--- config.mk ---
export PLATFORM = sky130hd
export DESIGN_NAME = cpu_sequencer_flat
export DESIGN_NICKNAME = d
export VERILOG_FILES = /design/src/rtl/cpu_sequencer_if.sv /design/src/rtl/cpu_sequencer.sv /design/src/flat_wrapper.sv
export SDC_FILE = /design/constraint.sdc
export NUM_CORES = 1
export LEC_CHECK = 0
export CORE_ASPECT_RATIO = 1.75
export CORE_MARGIN = 2
export CORE_UTILIZATION = 35
export CTS_BUF_LIST = sky130_fd_sc_hd__clkbuf_8
export DETAILED_ROUTE_END_ITERATION = 16
export GPL_TIMING_DRIVEN = 0
export MAX_ROUTING_LAYER = met4
export PLACE_DENSITY_LB_ADDON = 0.15
export SLEW_MARGIN = 30
export SYNTH_ARGS = -nofsm -noshare
export SYNTH_HDL_FRONTEND = slang
export SYNTH_SLANG_ARGS = --single-unit
--- constraint.sdc ---
create_clock -name clk -period 2.2 [get_ports clk]
set_clock_uncertainty 0.1 [all_clocks]
set_input_delay 0.33 -clock clk [delete_from_list [all_inputs] [get_ports clk]]
set_output_delay 0.33 -clock clk [all_outputs]
set_load 0.02 [all_outputs]
--- src/rtl/cpu_sequencer_if.sv ---
// Instruction-fetch bus between the sequencer (master) and instruction memory (slave).
// imem_addr is held stable while imem_req is high until imem_ack completes the fetch.
interface cpu_sequencer_if #(
  parameter int unsigned PC_W = 8
) ();

  logic            imem_req;
  logic [PC_W-1:0] imem_addr;
  logic [15:0]     imem_rdata;
  logic            imem_ack;

  modport master (
    output imem_req,
    output imem_addr,
    input  imem_rdata,
    input  imem_ack
  );

  modport slave (
    input  imem_req,
    input  imem_addr,
    output imem_rdata,
    output imem_ack
  );

endinterface

--- src/rtl/cpu_sequencer.sv ---
// Multi-cycle instruction sequencer for the 16-bit CPU.
// Fetches an instruction word, decodes opp/R1/R2/QR, drives the ALU opcode, register-file
// addresses and writeback, resolves jumps/HLT/RST and owns the program counter.
// Optional build macro SEQ_SINGLE_STEP_EN adds a 'step' input that executes one instruction
// from IDLE while run=0.
//
// Opcode map: 0 NOP, 1..10 ALU ops (ADD..SHFT), 11 MOV, 12 JMP, 13 JGO, 14 JLO, 15 JEO,
//             16 HLT, 17 RST, 18 SETH, 19 SETL, 20..31 illegal.
module cpu_sequencer #(
  parameter int unsigned PC_W     = 8,
  parameter int unsigned RESET_PC = 0
) (
  input  logic            clk,
  input  logic            rst_n,
  input  logic            run,
`ifdef SEQ_SINGLE_STEP_EN
  input  logic            step,
`endif
  cpu_sequencer_if.master imem,
  output logic [4:0]      alu_op,
  output logic [2:0]      rf_addr_a,
  output logic [2:0]      rf_addr_b,
  output logic [2:0]      rf_waddr,
  output logic            rf_we,
  output logic [1:0]      wb_sel,
  output logic [7:0]      imm,
  input  logic            flag_gt,
  input  logic            flag_lt,
  input  logic            flag_eq,
  output logic [PC_W-1:0] pc,
  output logic            halted,
  output logic            illegal
);

  localparam logic [PC_W-1:0] ResetPc = RESET_PC[PC_W-1:0];

  localparam logic [4:0] OpAdd  = 5'd1;
  localparam logic [4:0] OpMov  = 5'd11;
  localparam logic [4:0] OpJmp  = 5'd12;
  localparam logic [4:0] OpJgo  = 5'd13;
  localparam logic [4:0] OpJlo  = 5'd14;
  localparam logic [4:0] OpJeo  = 5'd15;
  localparam logic [4:0] OpHlt  = 5'd16;
  localparam logic [4:0] OpRst  = 5'd17;
  localparam logic [4:0] OpSeth = 5'd18;
  localparam logic [4:0] OpSetl = 5'd19;
  localparam logic [4:0] OpIllegalFirst = 5'd20;

  localparam logic [1:0] WbAlu  = 2'd0;
  localparam logic [1:0] WbMov  = 2'd1;
  localparam logic [1:0] WbSeth = 2'd2;
  localparam logic [1:0] WbSetl = 2'd3;

  typedef enum logic [2:0] {
    StIdle,
    StFetch,
    StDecode,
    StExec,
    StWb,
    StHalt
  } state_e;

  state_e      state_q;
  logic [15:0] ir_q;
  logic        imem_req_q;

  // Instruction fields
  logic [4:0] opp;
  logic [2:0] r1;
  logic [2:0] r2;
  logic [2:0] qr;
  logic [7:0] off8;

  assign opp  = ir_q[15:11];
  assign r1   = ir_q[10:8];
  assign r2   = ir_q[7:5];
  assign qr   = ir_q[4:2];
  assign off8 = ir_q[7:0];

  assign imem.imem_req  = imem_req_q;
  assign imem.imem_addr = pc;

  // Leaving IDLE: run always; step too when single-step support is built in.
  logic start;
`ifdef SEQ_SINGLE_STEP_EN
  assign start = run | step;
`else
  assign start = run;
`endif

  // Next-PC candidates; the jump offset is sign-extended and wraps modulo 2^PC_W.
  logic [PC_W-1:0] pc_inc;
  logic [PC_W-1:0] pc_target;

  assign pc_inc    = pc + PC_W'(1);
  assign pc_target = pc + PC_W'($signed(off8));

  logic is_wb;
  logic is_illegal;

  assign is_wb      = ((opp >= OpAdd) && (opp <= OpMov)) || (opp == OpSeth) || (opp == OpSetl);
  assign is_illegal = (opp >= OpIllegalFirst);

  // Jump resolution against the compare flags seen during EXEC.
  logic jump_taken;
  always_comb begin
    jump_taken = 1'b0;
    case (opp)
      OpJmp:   jump_taken = 1'b1;
      OpJgo:   jump_taken = flag_gt;
      OpJlo:   jump_taken = flag_lt;
      OpJeo:   jump_taken = flag_eq;
      default: jump_taken = 1'b0;
    endcase
  end

  // Writeback destination and result-mux select for the current instruction.
  logic [1:0] wb_sel_nx;
  logic [2:0] waddr_nx;
  always_comb begin
    wb_sel_nx = WbAlu;
    waddr_nx  = qr;
    case (opp)
      OpMov: wb_sel_nx = WbMov;
      OpSeth: begin
        wb_sel_nx = WbSeth;
        waddr_nx  = r1;
      end
      OpSetl: begin
        wb_sel_nx = WbSetl;
        waddr_nx  = r1;
      end
      default: begin
        wb_sel_nx = WbAlu;
        waddr_nx  = qr;
      end
    endcase
  end

  // Sequencer FSM with registered outputs; rf_we and illegal are single-cycle pulses.
  always_ff @(posedge clk or negedge rst_n) begin
    if (!rst_n) begin
      state_q    <= StIdle;
      pc         <= ResetPc;
      ir_q       <= '0;
      imem_req_q <= 1'b0;
      alu_op     <= '0;
      rf_addr_a  <= '0;
      rf_addr_b  <= '0;
      rf_waddr   <= '0;
      rf_we      <= 1'b0;
      wb_sel     <= '0;
      imm        <= '0;
      halted     <= 1'b0;
      illegal    <= 1'b0;
    end else begin
      rf_we   <= 1'b0;
      illegal <= 1'b0;
      case (state_q)
        StIdle: begin
          if (start) begin
            state_q    <= StFetch;
            imem_req_q <= 1'b1;
          end
        end

        // Address comes straight from pc, which does not move until the instruction retires.
        StFetch: begin
          if (imem.imem_ack) begin
            ir_q       <= imem.imem_rdata;
            imem_req_q <= 1'b0;
            state_q    <= StDecode;
          end
        end

        StDecode: begin
          alu_op    <= opp;
          rf_addr_a <= r1;
          rf_addr_b <= r2;
          imm       <= off8;
          illegal   <= is_illegal;
          state_q   <= StExec;
        end

        StExec: begin
          if (is_wb) begin
            rf_we    <= 1'b1;
            rf_waddr <= waddr_nx;
            wb_sel   <= wb_sel_nx;
            state_q  <= StWb;
          end else if (opp == OpHlt) begin
            halted  <= 1'b1;
            state_q <= StHalt;
          end else begin
            // NOP, jumps, RST and illegal opcodes retire here.
            if (opp == OpRst) begin
              pc <= ResetPc;
            end else if (jump_taken) begin
              pc <= pc_target;
            end else begin
              pc <= pc_inc;
            end
            state_q    <= run ? StFetch : StIdle;
            imem_req_q <= run;
          end
        end

        StWb: begin
          pc         <= pc_inc;
          state_q    <= run ? StFetch : StIdle;
          imem_req_q <= run;
        end

        // Only rst_n leaves HALT.
        StHalt: begin
          state_q <= StHalt;
        end

        default: begin
          state_q    <= StIdle;
          imem_req_q <= 1'b0;
        end
      endcase
    end
  end

endmodule

--- src/flat_wrapper.sv ---
// flat-port wrapper written by rule: the top's interface ports become plain ports
module cpu_sequencer_flat 
#(
  parameter int unsigned PC_W     = 8,
  parameter int unsigned RESET_PC = 0
)
  (clk, rst_n, run, alu_op, rf_addr_a, rf_addr_b, rf_waddr, rf_we, wb_sel, imm, flag_gt, flag_lt, flag_eq, pc, halted, illegal, imem_imem_req, imem_imem_addr, imem_imem_rdata, imem_imem_ack);
  cpu_sequencer_if #(.PC_W(PC_W)) imem_i ();
  input  logic clk;
  input  logic rst_n;
  input  logic run;
  output logic [4:0] alu_op;
  output logic [2:0] rf_addr_a;
  output logic [2:0] rf_addr_b;
  output logic [2:0] rf_waddr;
  output logic rf_we;
  output logic [1:0] wb_sel;
  output logic [7:0] imm;
  input  logic flag_gt;
  input  logic flag_lt;
  input  logic flag_eq;
  output logic [PC_W-1:0] pc;
  output logic halted;
  output logic illegal;
  output wire logic [$bits(imem_i.imem_req)-1:0] imem_imem_req;
  output wire logic [$bits(imem_i.imem_addr)-1:0] imem_imem_addr;
  input wire logic [$bits(imem_i.imem_rdata)-1:0] imem_imem_rdata;
  input wire logic [$bits(imem_i.imem_ack)-1:0] imem_imem_ack;
  assign imem_imem_req = imem_i.imem_req;
  assign imem_imem_addr = imem_i.imem_addr;
  assign imem_i.imem_rdata = imem_imem_rdata;
  assign imem_i.imem_ack = imem_imem_ack;
  cpu_sequencer #(.PC_W(PC_W), .RESET_PC(RESET_PC)) u_core (.clk(clk), .rst_n(rst_n), .run(run), .imem(imem_i), .alu_op(alu_op), .rf_addr_a(rf_addr_a), .rf_addr_b(rf_addr_b), .rf_waddr(rf_waddr), .rf_we(rf_we), .wb_sel(wb_sel), .imm(imm), .flag_gt(flag_gt), .flag_lt(flag_lt), .flag_eq(flag_eq), .pc(pc), .halted(halted), .illegal(illegal));
endmodule
==> flow_metrics.py <==
metrics = {
    "worst_setup_path": {
        "reg2reg_from": "u_core.ir_q[11]$_DFFE_PN0P_",
        "reg2reg_depth": 6,
        "cp.arrival_ns": 2.27,
        "critPathSlowestCell": "or4_1",
        "worst_setup_path_start_kind": "flop",
        "reg2reg_setup_slack_ns": 0.06,
        "crit_type": "flop to flop",
        "rr_endpoint": "u_core.imem.imem_addr[3]$_DFFE_PN0P_",
        "critPathRequiredTime_ns": 2.33,
        "crit_fanout": 7,
        "cpPeakStageDelay_ns": 0.55,
        "endpoint_kind": "flop",
        "crit_path_cell_trace": "or4_1, a21oi_2, o21ai_2, o21a_2, o31ai_1, o2bb2ai_1",
    },
    "die": {
        "die_h_um": 123,
        "fp-row-count": 43,
        "floorplan.initialDensity_pct": 35.8,
        "die_w_um": 72.0,
        "io_pins": 67,
        "die_area_um2": 8850,
        "core_um2": 7910,
    },
    "routing": {
        "drc": 0,
        "detail_route.first_pass.iterations": 4,
        "post_drt_wl_per_cell_um": 16.3,
        "wl_um": 7120,
        "viasPerCell": 5.29,
        "vias": 2311,
        "drt_iter0_markers": 88,
        "final_antenna_net_count": 0,
    },
    "sta": {
        "rsz0062_at_grt": "yes",
        "setup_violations": 0,
        "fmax_ghz": 0.467,
        "tns_ns": 0,
        "hold_violations": 0,
        "tightest_slew_ns": 0.709,
        "setup_slack_ns": 0.0578,
        "final-max-slew-violation-count": 0,
        "max_slew_margin_pct": 52.4,
        "finalCritPeriodShare_pct": 97.4,
        "fin_crit_ns": 2.14,
    },
    "synthesis": {
        "syn_nets": 298,
        "yosys_register_bits": 52,
        "yosys_warnings": 0,
        "syn_area_um2": 2830,
        "synth-seq-area-share_pct": 46.0,
        "synth-edff-count": 0,
        "syn_avg_cell_area_um2": 10.6,
        "synth-async-reset-ratio_pct": 100,
        "synth_top_flop_cell": "dfrtp_1",
        "syn_inst": 266,
        "synth_cell_types": 52,
    },
    "global_route": {
        "grt_pass1_wl_um": 11200,
        "antenna_found_initial": 0,
        "grt_max_degree": 29,
        "overflow": 0,
        "grt_usage_pct": 17.2,
        "grt_pass1_vias": 2230,
    },
    "outcome": {
        "status": "finished clean",
    },
    "power": {
        "power.total_w": 0.00603,
        "cellPowerDensity_nw_per_um2": 1560,
        "ir_drop_mv": 0.795,
        "p_leak_nw": 1.59,
    },
    "placed_design": {
        "portBuffers": 66,
        "dpl.hpwl_um": 5240,
        "gp_congestion": 0.789,
        "place_ws_ns": -0.376,
    },
    "layout": {
        "num-fill-cells": 742,
        "layout_common_cells": "clkdlybuf4s50_1 (65), dfrtp_1 (46), mux2_2 (32)",
        "nets": 378,
        "drive_gt1_share_pct": 29.1,
        "n_antenna_cell": 0,
        "layout_commonest_cell": "clkdlybuf4s50_1",
        "final_util_pct": 49.0,
        "areaGrowthSynthToFinish_pct": 36.9,
    },
    "clock_tree": {
        "cts-buffers-inserted": 5,
        "cts_root_buf": "clkbuf_8",
        "clk_latency_ns": 0.32,
        "clock_sinks": 52,
        "path_clk_slew_ns": 0.11,
        "ctsHtreeMaxLevel": 2,
        "tritoncts": "built",
        "clk_path_buf_depth": 2,
    },
    "flow_run": {
        "max_cap_viol_count": 0,
    },
    "worst_hold_path": {
        "hp-class": "input pin to asynchronous set/reset pin",
    },
}
state kept, by name (all words and copies together) (netlist names):
register and flops:
u_core.rf_we 1, u_core.wb_sel 2, u_core.halted 1, u_core.imem.imem_addr 8, u_core.rf_waddr 3, u_core.rf_addr_a 3, u_core.illegal 1, u_core.state_q 3
u_core.imem.imem_req 1, u_core.ir_q 16, u_core.alu_op 5, u_core.imm 8
final cells by class:
type                            instances  area (µm²)  share of cell area [%]
Inverter                               13        48.8                    1.26
Clock inverter                          3        20.0                   0.516
Buffer                                 22         145                    3.74
Timing Repair Buffer                   74         733                    18.9
Multi-Input combinational cell        178        1440                    37.1
Sequential cell                        52        1310                    33.8
Clock buffer                            5        68.8                    1.78
Tap cell                               90         113                    2.91
what timing repair did:
action | 4_1_cts | 5_1_grt
endpoints found under the hold margin | 24 | 0
resized for setup | 11 | 21
endpoints found under the setup margin | 23 | 13
setup buffers | 2 | 4
hold buffers | 1 | 0
pin swaps | 1 | 2
per-stage QoR:
step | area, µm² | hold slack, ns | instances
after detailed placement | 3620 | 0.159 | 423
after global routing | 3880 | 0.359 | 437
after global placement | 3600 | 0.370 | 422
after CTS | 3790 | 0.345 | 433
after floorplan | 2830 | -0.0656 | 266
final | 3880 | 0.339 | 437
worst max path at each step:
stage | end | slack, ns | cells past startpoint | start
final | u_core.imem.imem_addr[3]$_DFFE_PN0P_ | 0.06 | 6 | u_core.ir_q[11]$_DFFE_PN0P_
after global routing | u_core.imem.imem_addr[3]$_DFFE_PN0P_ | -0.005 | 6 | u_core.ir_q[11]$_DFFE_PN0P_
after CTS | u_core.imem.imem_addr[7]$_DFFE_PN0P_ | 0.006 | 7 | u_core.imem.imem_addr[5]$_DFFE_PN0P_
after detailed placement | u_core.ir_q[9]$_DFFE_PN0P_ | -0.38 | 5 | imem_imem_ack
after global placement | u_core.halted$_DFFE_PN0P_ | -0.99 | 1 | rst_n
after floorplan | u_core.imem.imem_addr[6]$_DFFE_PN0P_ | 0.11 | 8 | u_core.imem.imem_addr[0]$_DFFE_PN0P_
Yosys cell counts (2+ instances only):
| master | number | area [µm²] |
|---|---|---|
| dfrtp_1 | 52 | 1300 |
| mux2_2 | 32 | 360 |
| nand2_1 | 24 | 90.1 |
| a21oi_1 | 14 | 70.1 |
| o21ai_0 | 14 | 70.1 |
| inv_1 | 13 | 48.8 |
| buf_4 | 12 | 90.1 |
| nor2_1 | 12 | 45.0 |
| ha_1 | 8 | 100 |
| nor3_1 | 8 | 40.0 |
| mux2i_1 | 7 | 70.1 |
| clkbuf_1 | 6 | 22.5 |
| nand3_1 | 4 | 20.0 |
| o31ai_1 | 4 | 30.0 |
| xnor2_1 | 4 | 35.0 |
| and2_1 | 3 | 18.8 |
| buf_2 | 3 | 15.0 |
| o22ai_1 | 3 | 18.8 |
| xor2_1 | 3 | 26.3 |
| nand3b_1 | 2 | 15.0 |
| nor3b_1 | 2 | 15.0 |
| nor3b_2 | 2 | 25.0 |
| o2bb2ai_1 | 2 | 17.5 |
| o32ai_1 | 2 | 17.5 |
| or2_2 | 2 | 12.5 |
| or4_1 | 2 | 15.0 |
logic make-up after synthesis:
logic type,Yosys count,synth area share [%]
adder cells (fa/ha/maj),10,4.60
AO/OA/AOI/OAI,53,12.6
XOR/XNOR,7,2.17
flip-flops,52,46.0
AND/OR/NAND/NOR,69,12.8
buffers and inverters,36,6.76
multiplexers,39,15.2
power breakdown:
| group | switching, W | internal [W] |
|---|---|---|
| registers | 0.000416 | 0.00141 |
| logic | 0.00179 | 0.00185 |
| clock network | 0.000337 | 0.000223 |
| total | 0.00255 | 0.00348 |
worst max-delay path: cells and delay by family (launching register included):
| family | cells | cell delay [ns] |
|---|---|---|
| simple gates | 1 | 0.55 |
| flops | 1 | 0.47 |
| compound gates | 5 | 0.95 |
routing by layer:
| metal | share of wire (%) | vias up | global-route usage (%) |
|---|---|---|---|
| li1 | - | 1095 | - |
| met1 | 39 | 1136 | 19.5 |
| met2 | 54 | 66 | 29.3 |
| met3 | 3.5 | 14 | 2.77 |
| met4 | 3.1 | 0 | 8.37 |
| met5 | 0 | - | - |
No activity file was read; power rests on OpenSTA's default activity.
==> edit, RTL diff (same settings) <==
Make the reset (`rst_n`) synchronous in one clocked block.
--- a/src/rtl/cpu_sequencer.sv
+++ b/src/rtl/cpu_sequencer.sv
@@ -138,7 +138,7 @@
   end
 
   // Sequencer FSM with registered outputs; rf_we and illegal are single-cycle pulses.
-  always_ff @(posedge clk or negedge rst_n) begin
+  always_ff @(posedge clk) begin
     if (!rst_n) begin
       state_q    <= StIdle;
       pc         <= ResetPc;
Function: differs if rst_n is asserted again (counterexample within 4 cycles, from zero or initial values and one cycle with rst_n low); with rst_n held inactive, the same outputs for 10 cycles.
==> edit against the unedited design <==
Wire length increased by 3.9%; first-iteration DRC count increased by 2.3%; synthesized cell count increased by 27%; sequential cell count unchanged; hold slack improved by 0.021 ns; highest routed layer unchanged; worst setup slack improved by 0.051 ns; global-route usage increased by 1.0 points; count of clock-buffer cells in the layout unchanged; synthesized area decreased by 4.6%; final area decreased by 5.5%.
Power is not compared: it rests on default switching activity, and its combinational part moved more than twofold at a synthesized area within 25%.
==> edit: results (changes against the unedited design) <==
cell class contributing the biggest share of worst-path delay=simple AND/OR/NAND/NOR gates; hpwl dp=5650 µm (+7.8%); pre-CTS setup slack=-0.420 ns (-0.0435 ns); H-tree levels=2 (unchanged); XOR/XNOR share of the synthesized area=2.27% (+0.10 points); met1 usage=20.5% (+0.99 points); Yosys cell types=49 (-5.8%); Max Used Layer=met4; worst-margin pin slew=0.575 ns (-0.134 ns); met1 WL=3000 µm (+8.0%); Critical Path Max Stage Delay=0.37 ns (-0.18 ns); met3 WL=262 µm (+5.6%); Skew-Pair Late Insertion Delay=0.32 ns (about the same); Longest Clk Path Bufs=2 (unchanged); signal arrival time at the worst endpoint=2.21 ns (-0.06 ns); Post CTS Setup Buffer Count=0 (-2); Synth area leaders=dfxtp_1 39%, nand2_1 9.9%, a21oi_1 8.7%; status=completed; area share of the largest cell type after synthesis=38.5% (-7.4 points); met3 usage=3.00% (+0.23 points); gr usage total=18.3% (+1.0 points); Synth Net Count=369 (+24%); Cells after Synth=337 (+27%); Final GP Congestion=0.845 (+7.1%); Post-Layout Cell Count=502 (+15%); Worst Hold Margin=0.360 ns (+0.0213 ns); initial antenna violation count=0 (unchanged); ys async rst share=0% (-100 points); worst r2r src=u_core.state_q[1]; Adder-Cell Fraction of Synth Area=4.82% (+0.22 points); Hold WC Path Type=reg -> reg; fraction of layout cells with a size suffix above 1=13.0% (-16 points); mux contribution to synthesized area=2.27% (-13 points); routed vias=2575 (+11%); Seq/Total Area, Yosys=38.5% (-7.4 points); Wirelength per Cell=14.7 µm (-9.5%); Warnings, synthesis=0 (unchanged); fin nets=445 (+18%); Placed Area=3470 µm² (-4.1%); slowest CP cell=dfxtp_2; Root Buffer=clkbuf_8; vias in the first global route=2396 (+7.4%); commonest cells in the netlist=71 x nand2_1, 52 x dfxtp_1, 47 x a21oi_1; WL met2=3970 µm (+2.6%); hold path start=u_core.imm[3]; placed cells=491 (+16%); cts repair resizes=3 (-8); critical path fanouts, max=10 (+3); Initial DRC Count=90 (+2.3%); Worst setup EP type=flip-flop; Final period util=95.1% (-2.3 points); Synth Area in Compound Gates=21.9% (+9.4 points); M2 GR Usage=32.3% (+3.0 points); first-pass GRT wire length=11900 µm (+5.7%); Worst R2R Setup Slack=0.11 ns (+0.05 ns); n_diodes=0 (unchanged); largest net degree at the start of global routing=17 (-41%); first-pass iteration count of the detailed router=4 (unchanged)
==> edit: cell type report <==
type | count | area, µm²
flip-flops and latches | 52 | 1050
inverters | 8 | 30.0
well taps | 88 | 110
fillers | 769 | 3850
plain buffers | 26 | 151
clock buffers | 5 | 68.8
clock inverters | 3 | 42.5
repair buffers | 73 | 713
multi-input cells | 247 | 1500
==> edit: final timing paths <==
kind | to | cells past startpoint
setup / recovery | u_core.imem.imem_addr[5] | 9
hold / removal | u_core.imm[3] | 2
setup reg to reg | u_core.imem.imem_addr[5] | 9
hold reg to reg | u_core.imm[3] | 2
==> edit: kinds of logic after synthesis <==
group | after synthesis
AO/OA/AOI/OAI | 91
multiplexers | 6
flip-flops | 52
adder cells (fa/ha/maj) | 10
AND/OR/NAND/NOR | 133
buffers and inverters | 38
XOR/XNOR | 7
==> edit: power by group <==
part | switching (mW) | internal (mW) | total (mW)
clock network | 0.340 | 0.340 | 0.680
logic | 0.163 | 0.128 | 0.291
registers | 0.0256 | 0.966 | 0.991
total | 0.529 | 1.43 | 1.96
